[src/rtl/mem_port_arbiter_pkg.sv]
// Shared widths and FSM encoding for the memory port arbiter between the
// fetch (IF) and load/store (LS) requesters.
package mem_port_arbiter_pkg;

   localparam int MEM_ARB_ADDR_W        = 32;
   localparam int MEM_ARB_DATA_W        = 64;
   localparam int MEM_ARB_MASK_W        = 8;
   localparam int MEM_ARB_MAX_LS_STREAK = 4;

   typedef enum logic [2:0] {
      ST_IDLE    = 3'd0,
      ST_REQ_IF  = 3'd1,
      ST_WAIT_IF = 3'd2,
      ST_REQ_LS  = 3'd3,
      ST_WAIT_LS = 3'd4
   } arb_state_e;

endpackage

[src/rtl/mem_port_arbiter.sv]
// Single-outstanding arbiter sharing one memory port between IF and LS.
// LS has priority; a streak counter forces an IF win after MAX_LS_STREAK LS grants.
module mem_port_arbiter
   import mem_port_arbiter_pkg::*;
#(
   parameter int ADDR_W        = MEM_ARB_ADDR_W,
   parameter int DATA_W        = MEM_ARB_DATA_W,
   parameter int MAX_LS_STREAK = MEM_ARB_MAX_LS_STREAK
) (
   input  logic                      clk,
   input  logic                      rst,
   input  logic                      if_req,
   input  logic [ADDR_W-1:0]         if_addr,
   input  logic                      if_flush,
   output logic                      if_ready,
   output logic                      if_rvalid,
   output logic [DATA_W-1:0]         if_rdata,
   input  logic                      ls_req,
   input  logic                      ls_we,
   input  logic [ADDR_W-1:0]         ls_addr,
   input  logic [DATA_W-1:0]         ls_wdata,
   input  logic [MEM_ARB_MASK_W-1:0] ls_wmask,
   output logic                      ls_ready,
   output logic                      ls_rvalid,
   output logic [DATA_W-1:0]         ls_rdata,
   output logic                      mem_req,
   output logic                      mem_we,
   output logic [ADDR_W-1:0]         mem_addr,
   output logic [DATA_W-1:0]         mem_wdata,
   output logic [MEM_ARB_MASK_W-1:0] mem_wmask,
   input  logic                      mem_gnt,
   input  logic                      mem_rvalid,
   input  logic [DATA_W-1:0]         mem_rdata,
   output logic                      busy,
   output arb_state_e                state_dbg
);

   localparam int STREAK_W = $clog2(MAX_LS_STREAK + 1);

   // Handshake: x_ready is a one-cycle accept pulse while x_req is held;
   // the port holds mem_* stable under mem_req until mem_gnt.
   arb_state_e                state_q, state_d;
   logic [STREAK_W-1:0]       streak_q, streak_d;
   logic                      drop_q, drop_d;
   logic                      req_we_q, req_we_d;
   logic [ADDR_W-1:0]         req_addr_q, req_addr_d;
   logic [DATA_W-1:0]         req_wdata_q, req_wdata_d;
   logic [MEM_ARB_MASK_W-1:0] req_wmask_q, req_wmask_d;

   logic streak_sat, ls_win, if_win;

   assign streak_sat = (streak_q == STREAK_W'(MAX_LS_STREAK));
   assign ls_win     = ls_req && !(if_req && streak_sat);
   assign if_win     = !ls_win && if_req && !if_flush;

   always_ff @(posedge clk) begin
      if (rst) begin
         state_q     <= ST_IDLE;
         streak_q    <= '0;
         drop_q      <= 1'b0;
         req_we_q    <= 1'b0;
         req_addr_q  <= '0;
         req_wdata_q <= '0;
         req_wmask_q <= '0;
      end else begin
         state_q     <= state_d;
         streak_q    <= streak_d;
         drop_q      <= drop_d;
         req_we_q    <= req_we_d;
         req_addr_q  <= req_addr_d;
         req_wdata_q <= req_wdata_d;
         req_wmask_q <= req_wmask_d;
      end
   end

   always_comb begin
      state_d     = state_q;
      streak_d    = streak_q;
      drop_d      = drop_q;
      req_we_d    = req_we_q;
      req_addr_d  = req_addr_q;
      req_wdata_d = req_wdata_q;
      req_wmask_d = req_wmask_q;
      if_ready    = 1'b0;
      ls_ready    = 1'b0;
      if_rvalid   = 1'b0;
      ls_rvalid   = 1'b0;
      mem_req     = 1'b0;
      case (state_q)
         ST_IDLE: begin
            if (ls_win) begin
               ls_ready    = 1'b1;
               req_we_d    = ls_we;
               req_addr_d  = ls_addr;
               req_wdata_d = ls_wdata;
               req_wmask_d = ls_wmask;
               state_d     = ST_REQ_LS;
               if (!if_req)
                  streak_d = '0;
               else if (!streak_sat)
                  streak_d = streak_q + STREAK_W'(1);
            end else if (if_win) begin
               if_ready    = 1'b1;
               req_we_d    = 1'b0;
               req_addr_d  = if_addr;
               req_wdata_d = '0;
               req_wmask_d = '0;
               state_d     = ST_REQ_IF;
               streak_d    = '0;
            end else if (!if_req) begin
               streak_d = '0;
            end
         end
         ST_REQ_IF, ST_REQ_LS: begin
            mem_req = 1'b1;
            if (mem_gnt)
               state_d = (state_q == ST_REQ_IF) ? ST_WAIT_IF : ST_WAIT_LS;
         end
         ST_WAIT_IF: begin
            // A flush arriving with the response discards it as well.
            if (mem_rvalid) begin
               if_rvalid = !(drop_q || if_flush);
               state_d   = ST_IDLE;
            end
         end
         ST_WAIT_LS: begin
            if (mem_rvalid) begin
               ls_rvalid = 1'b1;
               state_d   = ST_IDLE;
            end
         end
         default: state_d = ST_IDLE;
      endcase
      if (state_d == ST_IDLE)
         drop_d = 1'b0;
      else if (if_flush && (state_q == ST_REQ_IF || state_q == ST_WAIT_IF))
         drop_d = 1'b1;
   end

   assign mem_we    = mem_req && req_we_q;
   assign mem_addr  = mem_req ? req_addr_q  : '0;
   assign mem_wdata = mem_req ? req_wdata_q : '0;
   assign mem_wmask = mem_req ? req_wmask_q : '0;
   assign if_rdata  = if_rvalid ? mem_rdata : '0;
   assign ls_rdata  = ls_rvalid ? mem_rdata : '0;
   assign busy      = (state_q != ST_IDLE);
   assign state_dbg = state_q;

endmodule

[config.mk]
export PLATFORM = sky130hd
export DESIGN_NAME = mem_port_arbiter
export DESIGN_NICKNAME = d
export VERILOG_FILES = /design/src/rtl/mem_port_arbiter_pkg.sv /design/src/rtl/mem_port_arbiter.sv
export SDC_FILE = /design/constraint.sdc
export NUM_CORES = 1
export LEC_CHECK = 0
export CORE_AREA = 3 3 175 177
export CTS_CLUSTER_SIZE = 8
export DETAILED_ROUTE_END_ITERATION = 10
export DIE_AREA = 0 0 178 180
export PLACE_DENSITY = 0.62
export SYNTH_ARGS = -nofsm -noshare
export SYNTH_HDL_FRONTEND = slang
export SYNTH_SLANG_ARGS = --single-unit
[constraint.sdc]
create_clock -name clk -period 5.1 [get_ports clk]
set_input_delay 1.02 -clock clk [delete_from_list [all_inputs] [get_ports clk]]
set_output_delay 1.02 -clock clk [all_outputs]
set_load 0.02 [all_outputs]
==> results of run 1 <==
stage by stage:
step	hold WS (ns)	total power, mW	util (%)	area (sq um)
4_1_cts	0.4658	2.558	37.93	11150
5_1_grt	0.4859	2.652	37.93	11150
6_report	0.4625	2.509	37.93	11150
3_5_place_dp	0.4545	1.740	36.81	10820
2_1_floorplan	0.4433	1.380	-	6108
3_3_place_gp	0.4489	1.733	36.81	10820
worst max-delay path: stages:
cell             delay, ns
clkdlybuf4s50_1       0.51
nand2b_1              0.11
nor4_2                0.22
buf_4                 0.47
and2_1                0.28
clkdlybuf4s50_1       0.64
sequential cells by signal, indices dropped and copies added, names as in the netlist:
signal and flops:
req_wdata_q 64, req_addr_q 32, drop_q 1, streak_q 3, state_dbg 3, req_wmask_q 8, req_we_q 1
power groups by stage:
stage          clock [mW]  combinational (mW)  sequential (mW)
2_1_floorplan           0               0.374             1.01
3_3_place_gp            0               0.717             1.02
3_5_place_dp            0               0.720             1.02
4_1_cts             0.836               0.723            0.999
5_1_grt             0.866               0.775             1.01
6_report            0.800               0.711            0.999
final timing paths:
path,startpoint,end,slack (ns)
setup / recovery,mem_rvalid,if_rdata[61],0.82
hold / removal,req_wdata_q[21]$_SDFFE_PP0P_,req_wdata_q[21]$_SDFFE_PP0P_,0.46
setup reg to reg,streak_q[0]$_SDFFE_PP0P_,req_addr_q[18]$_SDFFE_PP0P_,1.94
hold reg to reg,req_wdata_q[21]$_SDFFE_PP0P_,req_wdata_q[21]$_SDFFE_PP0P_,0.46
per-layer routing:
metal	share of wire (%)	vias to the layer above	wire length (microns)
met5	0	-	0
met4	2.4	0	657
li1	-	3520	-
met1	38	3342	10640
met2	51	278	14170
met3	8.4	39	2338
synth_stat cells:
master     count
and2_1       234
nand4_1        1
nand3_1       75
nor2b_1        4
nor3_4         1
buf_2         13
clkbuf_2       6
nor3_1        32
ha_1           2
nand3b_1       1
clkbuf_1      36
a31oi_1        1
a21boi_0       1
nand3_2        1
buf_4          9
buf_6          4
inv_2          1
o31ai_1        1
a32oi_1        1
inv_1          6
and3_1         2
xor2_1         1
a2111oi_0      1
nand2b_1       2
nand2_1      147
dfxtp_1      112
or3_1          2
o21ai_0        2
a21oi_1       77
buf_1         12
a311oi_1      33
nor4_1         1
nor2_1         7
a22o_1         1
cell type report:
type                       instances  area, sq um  area share [%]
inverter                           7        27.53          0.2469
clock buffer                       9        225.2           2.020
tap                              390        488.0           4.376
timing repair buffer             461         4594           41.20
sequential                       112         2242           20.11
multi-input combinational        631         3471           31.13
clock inverter                     7        102.6          0.9201
cell usage in the layout (no fill, tap or decap), drive strengths merged:
cell	Yosys	layout
ha	2	2
nor2b	4	4
a311oi	33	33
clkinv	0	2
inv	7	11
nand3b	1	1
a31oi	1	1
nand2	147	147
o21ai	2	2
o31ai	1	1
and3	2	2
clkdlybuf4s50	0	448
nand3	76	76
or3	2	2
nor3	33	33
a22o	1	1
dfxtp	112	112
clkbuf	42	9
nor4	1	1
xor2	1	1
a32oi	1	1
nand4	1	1
a2111oi	1	1
nand2b	2	2
bufinv	0	1
nor2	7	7
a21oi	77	77
and2	234	234
buf	38	13
a21boi	1	1
cell families after synthesis:
group | share of synthesized area [%]
compound gates | 11.98
fa+ha+maj | 0.4096
xor+xnor | 0.1434
buf+inv | 6.780
simple gates | 43.98
flops | 36.71
==> impl_metrics.tcl, run 1 <==
set metrics [dict create \
    met1_usage_pct 18.17 \
    fin_crit_sh_pct 83.89 \
    reg2regPathDepth 8 \
    met2_usage_pct 29.66 \
    syn_nets 1040 \
    place_inst 1601 \
    synthToLayoutAreaGrowth_pct 82.55 \
    rows 63 \
    p_sw_share_pct 32.00 \
    fmax_ghz 0.2337 \
    finalWorstSetupSlack_ns 0.8214 \
    dp_hpwl_microns 20850 \
    yosysSeqAreaShare_pct 36.71 \
    drive_gt1_share_pct 2.934 \
    cts_num_sinks 112 \
    routed_via_density 4.440 \
    fin_cells 1617 \
    cts-htree-levels 3 \
    overflow 0 \
    maxCapViolations 0 \
    fin_nets 1432 \
    hold_viol_final 0 \
    yosysTopAreaCell "dfxtp_1" \
    synth_cells 830 \
    root_buffer "clkbuf_16" \
    drt-total-wl_microns 27800 \
    yosys_warnings 0 \
    met3_usage_pct 4.415 \
    cell_internal_pwr_mw 1.706 \
    min_period_ns 4.279 \
    pre_cts_slack_ns 0.8596 \
    port_buffers 449 \
    ys_ff_latch 112 \
    switchingPower_mw 0.8029 \
    cts_buffers 9 \
    path_class "in -> out" \
    vias 7179 \
    crit_arrival_ns 3.26 \
    finalWeightedCongestion 0.9253 \
    synthTopCellsByArea "dfxtp_1 (37%), and2_1 (24%), nand2_1 (9.0%)" \
    first_global_vias 6840 \
    cellPowerDensity_nw_per_um2 225.0 \
    clk_pin_slew_ns 0.08 \
    ir_worst_vdd_v 0.0001662 \
    avgSynthCellArea_sq_um 7.359 \
    cts_buffer_depth 2 \
    diodes 0 \
    end_kind "output pin" \
    grt_max_degree 78 \
    synth_area_sq_um 6108 \
    cp.required_ns 4.08 \
    cts_resized 0 \
    die_width_microns 178 \
    firstDrtPassIters 5 \
    finalSetupTns_ns 0 \
    clock_latency_ns 0.37 \
    slew_headroom_pct 24.73 \
    critPathMaxFanout 65 \
    ctsHoldBuffers 0 \
    p_comb_share_pct 28.3 \
    drc 0 \
    fillers 3028 \
    p_leak_nw 4.069 \
    hold_path_depth 2 \
    grt_setup_unrepaired "no" \
    grt_pass1_wl_microns 40830 \
    drt_iter0_markers 307 \
    post_cts_buffers 0 \
    synth_top_area_share_pct 36.71 \
    pwr-share-seq_pct 39.8 \
    ios 450 \
    synthDistinctLibCells 34 \
    coreArea_sq_um 29400 \
    fin_worst_skew_ns 0.02054 \
    hold_path.class "reg -> reg" \
    status "completed" \
    grt_util_all_layers_pct 16.26 \
    cts_tree "yes" \
    cp-start-kind "primary input" \
    clock_power_share_pct 31.9 \
    setup_viol 0 \
    report.final.slew_viol_count 0 \
    wl_per_cell_microns 17.19 \
    worstMarginPinSlew_ns 1.126 \
    die_height_microns 180 \
    grt_busiest_layer "met2" \
    antenna_found_initial 0 \
    ant_nets 0 \
    die_area_sq_um 32040 \
    initial_utilization_pct 20.78 \
]
Note: power is estimated with default switching activity, not from simulation.
==> inputs of run 2 (changes only) <==
--- a/config.mk
+++ b/config.mk
@@ -5,11 +5,11 @@
 export SDC_FILE = /design/constraint.sdc
 export NUM_CORES = 1
 export LEC_CHECK = 0
-export CORE_AREA = 3 3 175 177
+export CORE_AREA = 3 3 174 176
 export CTS_CLUSTER_SIZE = 8
 export DETAILED_ROUTE_END_ITERATION = 10
-export DIE_AREA = 0 0 178 180
-export PLACE_DENSITY = 0.62
+export DIE_AREA = 0 0 177 179
+export PLACE_DENSITY = 0.65
 export SYNTH_ARGS = -nofsm -noshare
 export SYNTH_HDL_FRONTEND = slang
 export SYNTH_SLANG_ARGS = --single-unit
==> constraint.sdc (replaced) <==
create_clock -name clk -period 3.6 [get_ports clk]
set_input_delay 0.72 -clock clk [delete_from_list [all_inputs] [get_ports clk]]
set_output_delay 0.72 -clock clk [all_outputs]
set_load 0.02 [all_outputs]
==> run 2 against run 1 <==
  * Critical path depth is the same
  * Clock skew shrank 0.0070 ns
  * Sequential power grew 42%
  * Critical path type unchanged
  * Core utilization grew 1.1 points
  * Clock power grew 50%
  * Critical endpoint is now if_rdata[52]
  * Combinational power grew 43%
==> impl_metrics.tcl, run 2 (synthesis results as in run 1) <==
set metrics [dict create \
    clock_power_share_pct 33.0 \
    fin_crit_sh_pct 96.97 \
    layout_common_cells "clkdlybuf4s50_1 (448), and2_1 (234), nand2_1 (146)" \
    synthToLayoutAreaGrowth_pct 83.96 \
    vias 7197 \
    finalSetupTns_ns 0 \
    diodes 0 \
    total_power_mw 3.639 \
    coreArea_sq_um 28780 \
    clock_latency_ns 0.36 \
    fin_nets 1433 \
    cts_num_sinks 112 \
    die_height_microns 179 \
    finalWorstSetupSlack_ns 0.1089 \
    crit_arrival_ns 2.77 \
    ant_nets 0 \
    report.final.slew_viol_count 0 \
    grt_max_degree 108 \
    p_leak_nw 4.101 \
    cts_tree "yes" \
    pre_cts_slack_ns 0.1377 \
    holdWs_ns 0.4637 \
    hold_path_depth 2 \
    cellPowerDensity_nw_per_um2 323.9 \
    hp-start "req_wdata_q[57]$_SDFFE_PP0P_" \
    cts_resized 0 \
    ios 450 \
    reg2regPathDepth 8 \
    rows 62 \
    drc 0 \
    ctsHoldBuffers 0 \
    ir_worst_vdd_v 0.0002656 \
    routed_via_density 4.465 \
    top_regs "req_wdata_q (64), req_addr_q (32), req_wmask_q (8)" \
    pwr-share-seq_pct 38.9 \
    fin_cells 1612 \
    grt_pass1_wl_microns 41180 \
    firstDrtPassIters 4 \
    p_sw_share_pct 31.16 \
    final_common_cell "clkdlybuf4s50_1" \
    root_buffer "clkbuf_16" \
    p_comb_share_pct 28.1 \
    cell_internal_pwr_mw 2.505 \
    post_cts_buffers 0 \
    placed_area_sq_um 10890 \
    cp-start-kind "primary input" \
    cts_buffers 9 \
    grt_util_all_layers_pct 16.45 \
    slew_headroom_pct 41.82 \
    worstMarginPinSlew_ns 0.8728 \
    finalWeightedCongestion 0.8538 \
    dp_hpwl_microns 20440 \
    path_class "in -> out" \
    maxCapViolations 0 \
    antenna_found_initial 0 \
    timing.rr.end "req_addr_q[4]$_SDFFE_PP0P_" \
    final_area_sq_um 11240 \
    top_register "req_wdata_q" \
    r2r_setup_slack_ns 1.24 \
    overflow 0 \
    drive_gt1_share_pct 3.013 \
    switchingPower_mw 1.134 \
    first_global_vias 6945 \
    cp.required_ns 2.88 \
    initial_utilization_pct 21.22 \
    die_area_sq_um 31680 \
    hold_viol_final 0 \
    fmax_ghz 0.2864 \
    fin_util_pct 39.04 \
    place_inst 1596 \
    largest_register_ffs 64 \
    drt-total-wl_microns 28090 \
    status "completed" \
    cts-htree-levels 3 \
    setup_viol 0 \
    cts_buffer_depth 2 \
    min_to "req_wdata_q[57]$_SDFFE_PP0P_" \
    min_period_ns 3.491 \
    hold_path.class "reg -> reg" \
    end_kind "output pin" \
    die_width_microns 177 \
    port_buffers 449 \
    wl_per_cell_microns 17.42 \
    clk_pin_slew_ns 0.08 \
    fin_worst_skew_ns 0.01352 \
    grt_setup_unrepaired "no" \
    critPathMaxFanout 65 \
    drt_iter0_markers 429 \
    r2r-start "streak_q[0]$_SDFFE_PP0P_" \
]
-- run 2: critical path, cell delays in order --
cell and delay, ns:
clkdlybuf4s50_1 0.51, nand2b_1 0.11, nor4_2 0.35, buf_12 0.26, and2_1 0.17, clkdlybuf4s50_1 0.61
-- run 2: cell type report --
| cell class | count | area (sq um) |
|---|---|---|
| fill | 2914 | 17540 |
| timing repair buffer | 462 | 4664 |
| multi-input combinational | 631 | 3478 |
| sequential | 112 | 2242 |
| tap | 384 | 480.5 |
| clock buffer | 10 | 239.0 |
| clock inverter | 6 | 105.1 |
| inverter | 7 | 27.53 |
-- run 2: power groups by stage --
stage          sequential (mW)  clock (mW)  combinational, mW
2_1_floorplan             1.43           0              0.530
3_3_place_gp              1.44           0               1.03
3_5_place_dp              1.44           0               1.03
4_1_cts                   1.42        1.25               1.03
5_1_grt                   1.43        1.29               1.11
6_report                  1.42        1.20               1.02
-- run 2: per-layer routing --
metal	vias to the layer above	wire [microns]	track usage [%]
li1	3528	-	-
met1	3336	10740	18.83
met2	296	14560	30.40
met3	37	2131	3.833
met4	0	654	4.746
met5	-	0	0
-- run 2: worst max-delay path by stage --
stage	start	to	slack, ns	cells past startpoint
3_3_place_gp	mem_rvalid	if_rdata[10]	0.21	6
5_1_grt	mem_rvalid	if_rdata[56]	0.007	6
3_5_place_dp	mem_rvalid	if_rdata[10]	0.14	6
2_1_floorplan	mem_rvalid	if_rdata[54]	1.17	4
6_report	mem_rvalid	if_rdata[52]	0.11	6
4_1_cts	mem_rvalid	if_rdata[10]	0.1	6
==> inputs of run 3 (changes only) <==
--- a/config.mk
+++ b/config.mk
@@ -6,7 +6,6 @@
 export NUM_CORES = 1
 export LEC_CHECK = 0
 export CORE_AREA = 3 3 174 176
-export CTS_CLUSTER_SIZE = 8
 export DETAILED_ROUTE_END_ITERATION = 10
 export DIE_AREA = 0 0 177 179
 export PLACE_DENSITY = 0.65
==> results of run 3 <==
Same layout as run 2: the final DEF is identical, and so are final timing and power.
